[src/rtl/inst_encoder_if.sv]
// rtl/inst_encoder_if.sv - handshake bundle between a field producer and inst_encoder
//
// Purpose: carries the decoded-field input stream, the encoded-word output
// stream and the accepted-word count as one bundle.
// Modports:
//   master - producer/consumer side: drives in_* fields, in_valid, out_ready;
//            observes in_ready, out_valid, out_inst, out_addr, out_err, count.
//   slave  - inst_encoder side (the reverse directions).
interface inst_encoder_if #(
   parameter int ADDR_W = 14
);
   logic              in_valid;
   logic              in_ready;
   logic [2:0]        in_fmt;
   logic [6:0]        in_opcode;
   logic [2:0]        in_funct3;
   logic [6:0]        in_funct7;
   logic [4:0]        in_rd;
   logic [4:0]        in_rs1;
   logic [4:0]        in_rs2;
   logic [31:0]       in_imm;
   logic              out_valid;
   logic              out_ready;
   logic [31:0]       out_inst;
   logic [ADDR_W-1:0] out_addr;
   logic              out_err;
   logic [ADDR_W:0]   count;

   modport master (
      output in_valid, in_fmt, in_opcode, in_funct3, in_funct7,
             in_rd, in_rs1, in_rs2, in_imm, out_ready,
      input  in_ready, out_valid, out_inst, out_addr, out_err, count
   );

   modport slave (
      input  in_valid, in_fmt, in_opcode, in_funct3, in_funct7,
             in_rd, in_rs1, in_rs2, in_imm, out_ready,
      output in_ready, out_valid, out_inst, out_addr, out_err, count
   );
endinterface

[src/rtl/inst_encoder.sv]
// rtl/inst_encoder.sv - RV32I field-to-word encoder with 2-entry output FIFO
//
// Purpose: packs decoded RV32I fields into 32-bit instruction words, tags
// each with a sequential word address and queues it in a 2-deep FIFO.
// Illegal field combinations are stored as NOP (addi x0,x0,0) with err set.
// Ports:
//   clk   - clock, rising edge
//   rst   - synchronous active-high reset
//   start - synchronous flush of FIFO, address counter and count
//   bus   - inst_encoder_if.slave: input field stream, output word stream, count
module inst_encoder #(
   parameter int                ADDR_W    = 14,
   parameter logic [ADDR_W-1:0] BASE_ADDR = '0
) (
   input logic           clk,
   input logic           rst,
   input logic           start,
   inst_encoder_if.slave bus
);
   localparam logic [31:0] NOP = 32'h0000_0013;

   typedef enum logic [1:0] {EMPTY, ONE, FULL} occ_t;

   occ_t              state, state_next;
   logic              rd_ptr, wr_ptr;
   logic [31:0]       fifo_inst [2];
   logic [ADDR_W-1:0] fifo_addr [2];
   logic              fifo_err  [2];
   logic [ADDR_W-1:0] addr_q;
   logic [ADDR_W:0]   count_q;
   logic [31:0]       enc_word;
   logic              enc_err;
   logic              push, pop;

   // ---------------- field encoder ----------------
   always_comb begin
      logic [31:0] imm;
      logic        shift_op;
      imm      = bus.in_imm;
      enc_word = NOP;
      enc_err  = 1'b0;
      // Shift-immediate forms live under the I format but use funct7 + shamt.
      shift_op = (bus.in_opcode == 7'b0010011) &&
                 ((bus.in_funct3 == 3'b001) || (bus.in_funct3 == 3'b101));
      case (bus.in_fmt)
         3'd0: enc_word = {bus.in_funct7, bus.in_rs2, bus.in_rs1, bus.in_funct3,
                           bus.in_rd, bus.in_opcode};
         3'd1, 3'd6: begin
            if (shift_op && (bus.in_fmt == 3'd1)) begin
               enc_word = {bus.in_funct7, imm[4:0], bus.in_rs1, bus.in_funct3,
                           bus.in_rd, bus.in_opcode};
               enc_err  = |imm[31:5];
            end else begin
               enc_word = {imm[11:0], bus.in_rs1, bus.in_funct3, bus.in_rd, bus.in_opcode};
               enc_err  = !((&imm[31:11]) || !(|imm[31:11]));
            end
         end
         3'd2: begin
            enc_word = {imm[11:5], bus.in_rs2, bus.in_rs1, bus.in_funct3,
                        imm[4:0], bus.in_opcode};
            enc_err  = !((&imm[31:11]) || !(|imm[31:11]));
         end
         3'd3: begin
            enc_word = {imm[12], imm[10:5], bus.in_rs2, bus.in_rs1, bus.in_funct3,
                        imm[4:1], imm[11], bus.in_opcode};
            enc_err  = !((&imm[31:12]) || !(|imm[31:12])) || imm[0];
         end
         3'd4: begin
            enc_word = {imm[31:12], bus.in_rd, bus.in_opcode};
            enc_err  = |imm[11:0];
         end
         3'd5: begin
            enc_word = {imm[20], imm[10:1], imm[11], imm[19:12], bus.in_rd, bus.in_opcode};
            enc_err  = !((&imm[31:20]) || !(|imm[31:20])) || imm[0];
         end
         default: enc_err = 1'b1;
      endcase
      if (enc_err) enc_word = NOP;
   end

   // ---------------- handshake ----------------
   assign bus.in_ready  = !rst && !start && (state != FULL);
   assign bus.out_valid = (state != EMPTY);
   assign push          = bus.in_valid && bus.in_ready;
   assign pop           = bus.out_valid && bus.out_ready;

   assign bus.out_inst = fifo_inst[rd_ptr];
   assign bus.out_addr = fifo_addr[rd_ptr];
   assign bus.out_err  = fifo_err[rd_ptr];
   assign bus.count    = count_q;

   // ---------------- occupancy FSM ----------------
   always_ff @(posedge clk) begin
      if (rst) state <= EMPTY;
      else     state <= state_next;
   end

   always_comb begin
      state_next = state;
      if (start) begin
         state_next = EMPTY;
      end else begin
         case (state)
            EMPTY:   if (push) state_next = ONE;
            ONE: begin
               if (push && !pop)      state_next = FULL;
               else if (pop && !push) state_next = EMPTY;
            end
            FULL:    if (pop) state_next = ONE;
            default: state_next = EMPTY;
         endcase
      end
   end

   // ---------------- storage, pointers, address and count ----------------
   always_ff @(posedge clk) begin
      if (rst) begin
         rd_ptr  <= 1'b0;
         wr_ptr  <= 1'b0;
         addr_q  <= BASE_ADDR;
         count_q <= '0;
         for (int i = 0; i < 2; i++) begin
            fifo_inst[i] <= '0;
            fifo_addr[i] <= '0;
            fifo_err[i]  <= 1'b0;
         end
      end else if (start) begin
         rd_ptr  <= 1'b0;
         wr_ptr  <= 1'b0;
         addr_q  <= BASE_ADDR;
         count_q <= '0;
      end else begin
         if (push) begin
            fifo_inst[wr_ptr] <= enc_word;
            fifo_addr[wr_ptr] <= addr_q;
            fifo_err[wr_ptr]  <= enc_err;
            wr_ptr            <= ~wr_ptr;
            addr_q            <= addr_q + ADDR_W'(1);
            if (!(&count_q)) count_q <= count_q + (ADDR_W+1)'(1);
         end
         // With one entry, push+pop toggles both pointers so the new word is head.
         if (pop) rd_ptr <= ~rd_ptr;
      end
   end
endmodule

[src/flat_wrapper.sv]
// flat-port wrapper written by rule: the top's interface ports become plain ports
module inst_encoder_flat 
#(
   parameter int                ADDR_W    = 14,
   parameter logic [ADDR_W-1:0] BASE_ADDR = '0
)
  (clk, rst, start, bus_in_valid, bus_in_fmt, bus_in_opcode, bus_in_funct3, bus_in_funct7, bus_in_rd, bus_in_rs1, bus_in_rs2, bus_in_imm, bus_out_ready, bus_in_ready, bus_out_valid, bus_out_inst, bus_out_addr, bus_out_err, bus_count);
  inst_encoder_if #(.ADDR_W(ADDR_W)) bus_i ();
  input logic clk;
  input logic rst;
  input logic start;
  input wire logic [$bits(bus_i.in_valid)-1:0] bus_in_valid;
  input wire logic [$bits(bus_i.in_fmt)-1:0] bus_in_fmt;
  input wire logic [$bits(bus_i.in_opcode)-1:0] bus_in_opcode;
  input wire logic [$bits(bus_i.in_funct3)-1:0] bus_in_funct3;
  input wire logic [$bits(bus_i.in_funct7)-1:0] bus_in_funct7;
  input wire logic [$bits(bus_i.in_rd)-1:0] bus_in_rd;
  input wire logic [$bits(bus_i.in_rs1)-1:0] bus_in_rs1;
  input wire logic [$bits(bus_i.in_rs2)-1:0] bus_in_rs2;
  input wire logic [$bits(bus_i.in_imm)-1:0] bus_in_imm;
  input wire logic [$bits(bus_i.out_ready)-1:0] bus_out_ready;
  output wire logic [$bits(bus_i.in_ready)-1:0] bus_in_ready;
  output wire logic [$bits(bus_i.out_valid)-1:0] bus_out_valid;
  output wire logic [$bits(bus_i.out_inst)-1:0] bus_out_inst;
  output wire logic [$bits(bus_i.out_addr)-1:0] bus_out_addr;
  output wire logic [$bits(bus_i.out_err)-1:0] bus_out_err;
  output wire logic [$bits(bus_i.count)-1:0] bus_count;
  assign bus_i.in_valid = bus_in_valid;
  assign bus_i.in_fmt = bus_in_fmt;
  assign bus_i.in_opcode = bus_in_opcode;
  assign bus_i.in_funct3 = bus_in_funct3;
  assign bus_i.in_funct7 = bus_in_funct7;
  assign bus_i.in_rd = bus_in_rd;
  assign bus_i.in_rs1 = bus_in_rs1;
  assign bus_i.in_rs2 = bus_in_rs2;
  assign bus_i.in_imm = bus_in_imm;
  assign bus_i.out_ready = bus_out_ready;
  assign bus_in_ready = bus_i.in_ready;
  assign bus_out_valid = bus_i.out_valid;
  assign bus_out_inst = bus_i.out_inst;
  assign bus_out_addr = bus_i.out_addr;
  assign bus_out_err = bus_i.out_err;
  assign bus_count = bus_i.count;
  inst_encoder #(.ADDR_W(ADDR_W), .BASE_ADDR(BASE_ADDR)) u_core (.clk(clk), .rst(rst), .start(start), .bus(bus_i));
endmodule
[config.mk]
export PLATFORM = sky130hd
export DESIGN_NAME = inst_encoder_flat
export DESIGN_NICKNAME = d
export VERILOG_FILES = /design/src/rtl/inst_encoder_if.sv /design/src/rtl/inst_encoder.sv /design/src/flat_wrapper.sv
export SDC_FILE = /design/constraint.sdc
export NUM_CORES = 1
export LEC_CHECK = 0
export BUFFER_PORTS_ARGS = -buffer_cell sky130_fd_sc_hd__buf_2
export CAP_MARGIN = 20
export CORE_ASPECT_RATIO = 1.2
export CORE_MARGIN = 2
export CORE_UTILIZATION = 55
export DETAILED_ROUTE_END_ITERATION = 6
export PLACE_DENSITY = 0.89
export SYNTH_ARGS = -nofsm -noshare
export SYNTH_HDL_FRONTEND = slang
export SYNTH_SLANG_ARGS = --single-unit
[constraint.sdc]
create_clock -name clk -period 4.75 [get_ports clk]
set_input_delay 1.1875 -clock clk [delete_from_list [all_inputs] [get_ports clk]]
set_output_delay 1.1875 -clock clk [all_outputs]
set_load 0.02 [all_outputs]
# Yosys cells after proc, flatten, opt, wreduce, memory -nomap -nowiden
# Memory sizes are Yosys's and may differ from the RTL's. A register that Yosys moved wholly into a read port is not among the register bits.
# Cells that the tools add are included.
# classes
addsub,2
n_mux,31
n_reduce_logical,43
eq_ne,15
bitwise_logic,3
# ops
op,count
case mux 32 bit (6 select lines),1
two-way mux 32 bit,3
OR reduction 32 bit,1
OR reduction 27 bit,1
OR reduction 12 bit,2
AND reduction 21 bit,1
OR reduction 21 bit,1
two-way mux 1 bit,20
AND reduction 20 bit,1
OR reduction 20 bit,1
"adder 15 x 1 -> 15 bit, second input constant",1
AND reduction 15 bit,1
"adder 14 x 1 -> 14 bit, second input constant",1
two-way mux 14 bit,1
OR reduction 14 bit,1
"== test 3 bit, second input constant",4
AND reduction 12 bit,1
zero test 1 bit,10
logical AND 1 bit,8
two-way mux 2 bit,4
"== test 7 x 5 -> 1 bit, second input constant",1
"== test 3 x 1 -> 1 bit, second input constant",2
"== test 3 x 2 -> 1 bit, second input constant",2
logical OR 1 bit,6
other kinds (15),19
# word_totals
output_inout_bits,64
input_bits,72
ramBits,94
regBits,33
elab_cells,102
n_memories,3
# mem_list
memory,words,width,read_ports,rd_clocked_by_memory_dff,write_ports,line_no,rtl
u_core.fifo_inst,2,32,1,1,2,inst_encoder.sv:26,logic [31:0] fifo_inst [2];
u_core.fifo_addr,2,14,1,1,2,inst_encoder.sv:27,logic [ADDR_W-1:0] fifo_addr [2];
u_core.fifo_err,2,1,1,1,2,inst_encoder.sv:28,logic fifo_err [2];

# Longest topological paths before layout
# depth
word_depth,10
depth_mapped,12
ltp_nobuf,9

# Worst setup path before layout
# No wires, ideal clock.
# synth_timing
kind,input -> register
start,in start
end,"mem u_core.fifo_addr[0][0], enable pin"
n_path_buf,2
path_stages,8
slack_ns,0.740
arrival_ns,3.598
cell_sequence,or2_2 -> clkbuf_1 -> nor2_1 -> nand2_1 -> inv_2 -> buf_2 -> nand2b_1 -> nand2b_1
# synth_lines
item,line_no,rtl
from (decl),flat_wrapper.sv:11,input logic start;
to (decl),inst_encoder.sv:27,

==> flow_summary.yaml <==
status:
  status: "finished clean"
worst_setup_path:
  crit_fanout: 64
  worstPathArrival_ps: 3710
  critical_path_class: "in -> reg"
  worst_r2r_path_depth: 8
  start_kind: "input pin"
  cp.required_ps: 4900
  end_kind: "register"
finish:
  stdcell_area_um2: 7755
  antenna_cells: 0
  area_growth_pct: 21.98
  nets: 765
  drive_gt1_share_pct: 32.72
  fillerInstances: 841
logic_synthesis:
  synth-simple-area-share_pct: 19.07
  ys.flop_type: "edfxtp_1"
  yosysMostFrequentCell: "edfxtp_1"
  synth-edff-count: 94
  postSynthAreaPerCell_um2: 11.21
  synth_cell_types: 55
  synth_xor_area_share_pct: 2.893
  ys_async_sr_fraction_pct: 0
  synth.net_count: 642
  synth_seq_area_share_pct: 55.11
  synth_mux_area_share_pct: 9.604
  synth_fa_ha_area_share_pct: 0.5904
  yosysTopAreaCell: "edfxtp_1"
  synth_common_cells: "94 x edfxtp_1, 60 x nor2_1, 58 x nor3_1"
  yosys_warnings: 0
  syn_area_um2: 6357
  synth_cells: 567
  synth_top_area_share_pct: 44.40
  synth_compound_area_share_pct: 9.250
  synth_area_leaders: "edfxtp_1 44%, dfxtp_1 11%, mux2_2 8.5%, nor3_1 4.6%, nor2_1 3.5%"
  ys_seq_elements: 128
  synth_top_family_by_area: "simple AND/OR/NAND/NOR gates"
clock_tree:
  htreeDepth: 4
  tritoncts: "yes"
  postCtsSetupBuffers: 0
  cts_sinks: 128
  clk_latency_ps: 410
  postCtsHoldBufs: 0
  cts_resized: 0
  cts.path.max_buffers: 2
  cts.reportedPaths.clkPinSlew_ps: 60
  cts_made_buffers: 17
  cts_root_buf: "clkbuf_16"
floorplanning:
  io_pins: 136
  num_rows: 43
  die_w_um: 102.1
  floorplan.die.height_um: 121.8
  die_area_um2: 12440
  initial_core_util_pct: 55.74
  core-area_um2: 11410
grt:
  gr-usage-all-layers_pct: 25.38
  grt_antenna_before_repair: 0
  overflow: 0
  grt_pass1_wl_mm: 24.04
  grt_max_degree: 65
  grt_pass1_vias: 5017
power:
  power_density_nw_per_um2: 375.1
  switching_power_mw: 0.6664
  p_sw_share_pct: 22.91
  comb_power_share_pct: 9.5
  p_seq_share_pct: 42.9
  pwr-share-clk_pct: 47.6
  irDropWorstVdd_mv: 0.3280
  power_report.internal_total_mw: 2.242
  leakage_nw: 2.973
worst_hold_path:
  hold_path_depth: 2
  worstHoldPathType: "reg -> reg"
timing:
  finalCriticalPeriod_ps: 3553
  setup_violations: 0
  finalClockSkew_ps: 6.207
  worst-slew-pin-transition_ps: 1128
  slew_violations: 0
  slew_headroom_pct: 24.54
  rsz0062_at_grt: "false"
  setup_tns_ps: 0
  hold_violations: 0
  min_period_over_period_pct: 74.81
  fmax_mhz: 281.4
drt:
  drc_errors: 0
  drt.antenna.violating_nets: 0
  dr_total_vias: 5085
  drt_iter0_markers: 246
  detail_route.wl_per_cell_um: 18.27
  wl_mm: 15.71
  first_pass_iters: 5
  vias_per_cell: 5.913
placed_design:
  gp_congestion: 0.8540
  post_dp_cell_area_um2: 7099
  io_buffer_count: 135
  dpl.hpwl_mm: 10.94
flow_run:
  max_cap_viol_count: 0
worst paths after layout:
check / startpoint / end / slack, ps
worst min-delay path: u_core.addr_q[1] / u_core.addr_q[1] / 500
worst max register to register: u_core.state[1] / u_core.fifo_addr[0][5] / 2390
worst max-delay path: bus_in_fmt[0] / u_core.fifo_inst[0][0] / 1200
worst min register to register: u_core.addr_q[1] / u_core.addr_q[1] / 500
layout make-up:
type,count,area (um2),area share (%)
timing repair buffer,140,750.7,9.681
clock buffer,20,456.7,5.889
multi-input combinational,395,2638,34.01
tap,157,196.4,2.533
inverter,8,30.03,0.3872
clock inverter,12,178.9,2.307
sequential,128,3505,45.19
layer usage:
| layer | vias to the layer above | global-route usage [%] | routed length, um |
|---|---|---|---|
| met5 | - | 0 | 0 |
| met4 | 0 | 11.92 | 373 |
| met3 | 31 | 4.303 | 914 |
| met2 | 222 | 47.57 | 8606 |
| met1 | 2457 | 27.23 | 5819 |
| li1 | 2375 | - | - |
worst max-delay path, cell delays in order:
cell      delay (ps)
buf_2            300
nor2b_1          510
nor2_1           100
a32o_1           310
a211oi_4         290
nand3_4          560
o21a_1           430
registers in the layout, indices dropped and copies added, names as in the netlist, named ones only:
name	flops
u_core.fifo_addr	28
u_core.rd_ptr	1
u_core.fifo_err	2
u_core.state	2
u_core.fifo_inst	64
u_core.addr_q	14
u_core.wr_ptr	1
u_core.bus.count	15
power groups by stage:
stage | sequential, mW | combinational (mW) | clock [mW]
2_1_floorplan | 1.27 | 0.180 | 0
4_1_cts | 1.25 | 0.273 | 1.39
3_3_place_gp | 1.27 | 0.266 | 0
3_5_place_dp | 1.27 | 0.271 | 0
6_report | 1.25 | 0.276 | 1.38
5_1_grt | 1.25 | 0.296 | 1.43
layout by cell type (no fill, tap or decap), types with 5 or more instances in the layout:
master / instances
buf_2: 135
mux2_2: 48
o21a_1: 7
dfxtp_1: 33
inv_1: 7
nor3_1: 58
nor2_1: 60
a221oi_1: 5
edfxtp_1: 94
nand4_1: 13
nor2b_1: 6
xor2_1: 9
clkbuf_16: 17
o21ai_0: 8
nand2_1: 31
a211oi_1: 6
xnor2_1: 12
mux2i_1: 7
a22oi_1: 16
nand3_1: 9
and2_1: 13
a21oi_1: 13
or3_1: 5
nor4_1: 6
and3_1: 13
per-stage QoR:
step	power [mW]	std cells	hold slack, ps	setup WS [ps]	utilization [%]
final	2.909	860	499.9	1197	67.99
after global routing	2.983	860	534.5	1068	67.99
after CTS	2.918	859	500.5	1265	67.81
after detailed placement	1.545	827	492.7	863.6	62.24
after global placement	1.536	827	481.2	950.6	62.24
after floorplan	1.448	567	465.5	740.3	-
cell families (layout without fill, tap and decap cells):
kind of cell	count (synthesis)	count (layout)
buf+inv	44	180
compound gates	80	80
fa+ha+maj	3	3
mux	55	55
simple gates	236	236
flops	128	128
xor+xnor	21	21
(Power assumes the default switching activity.)
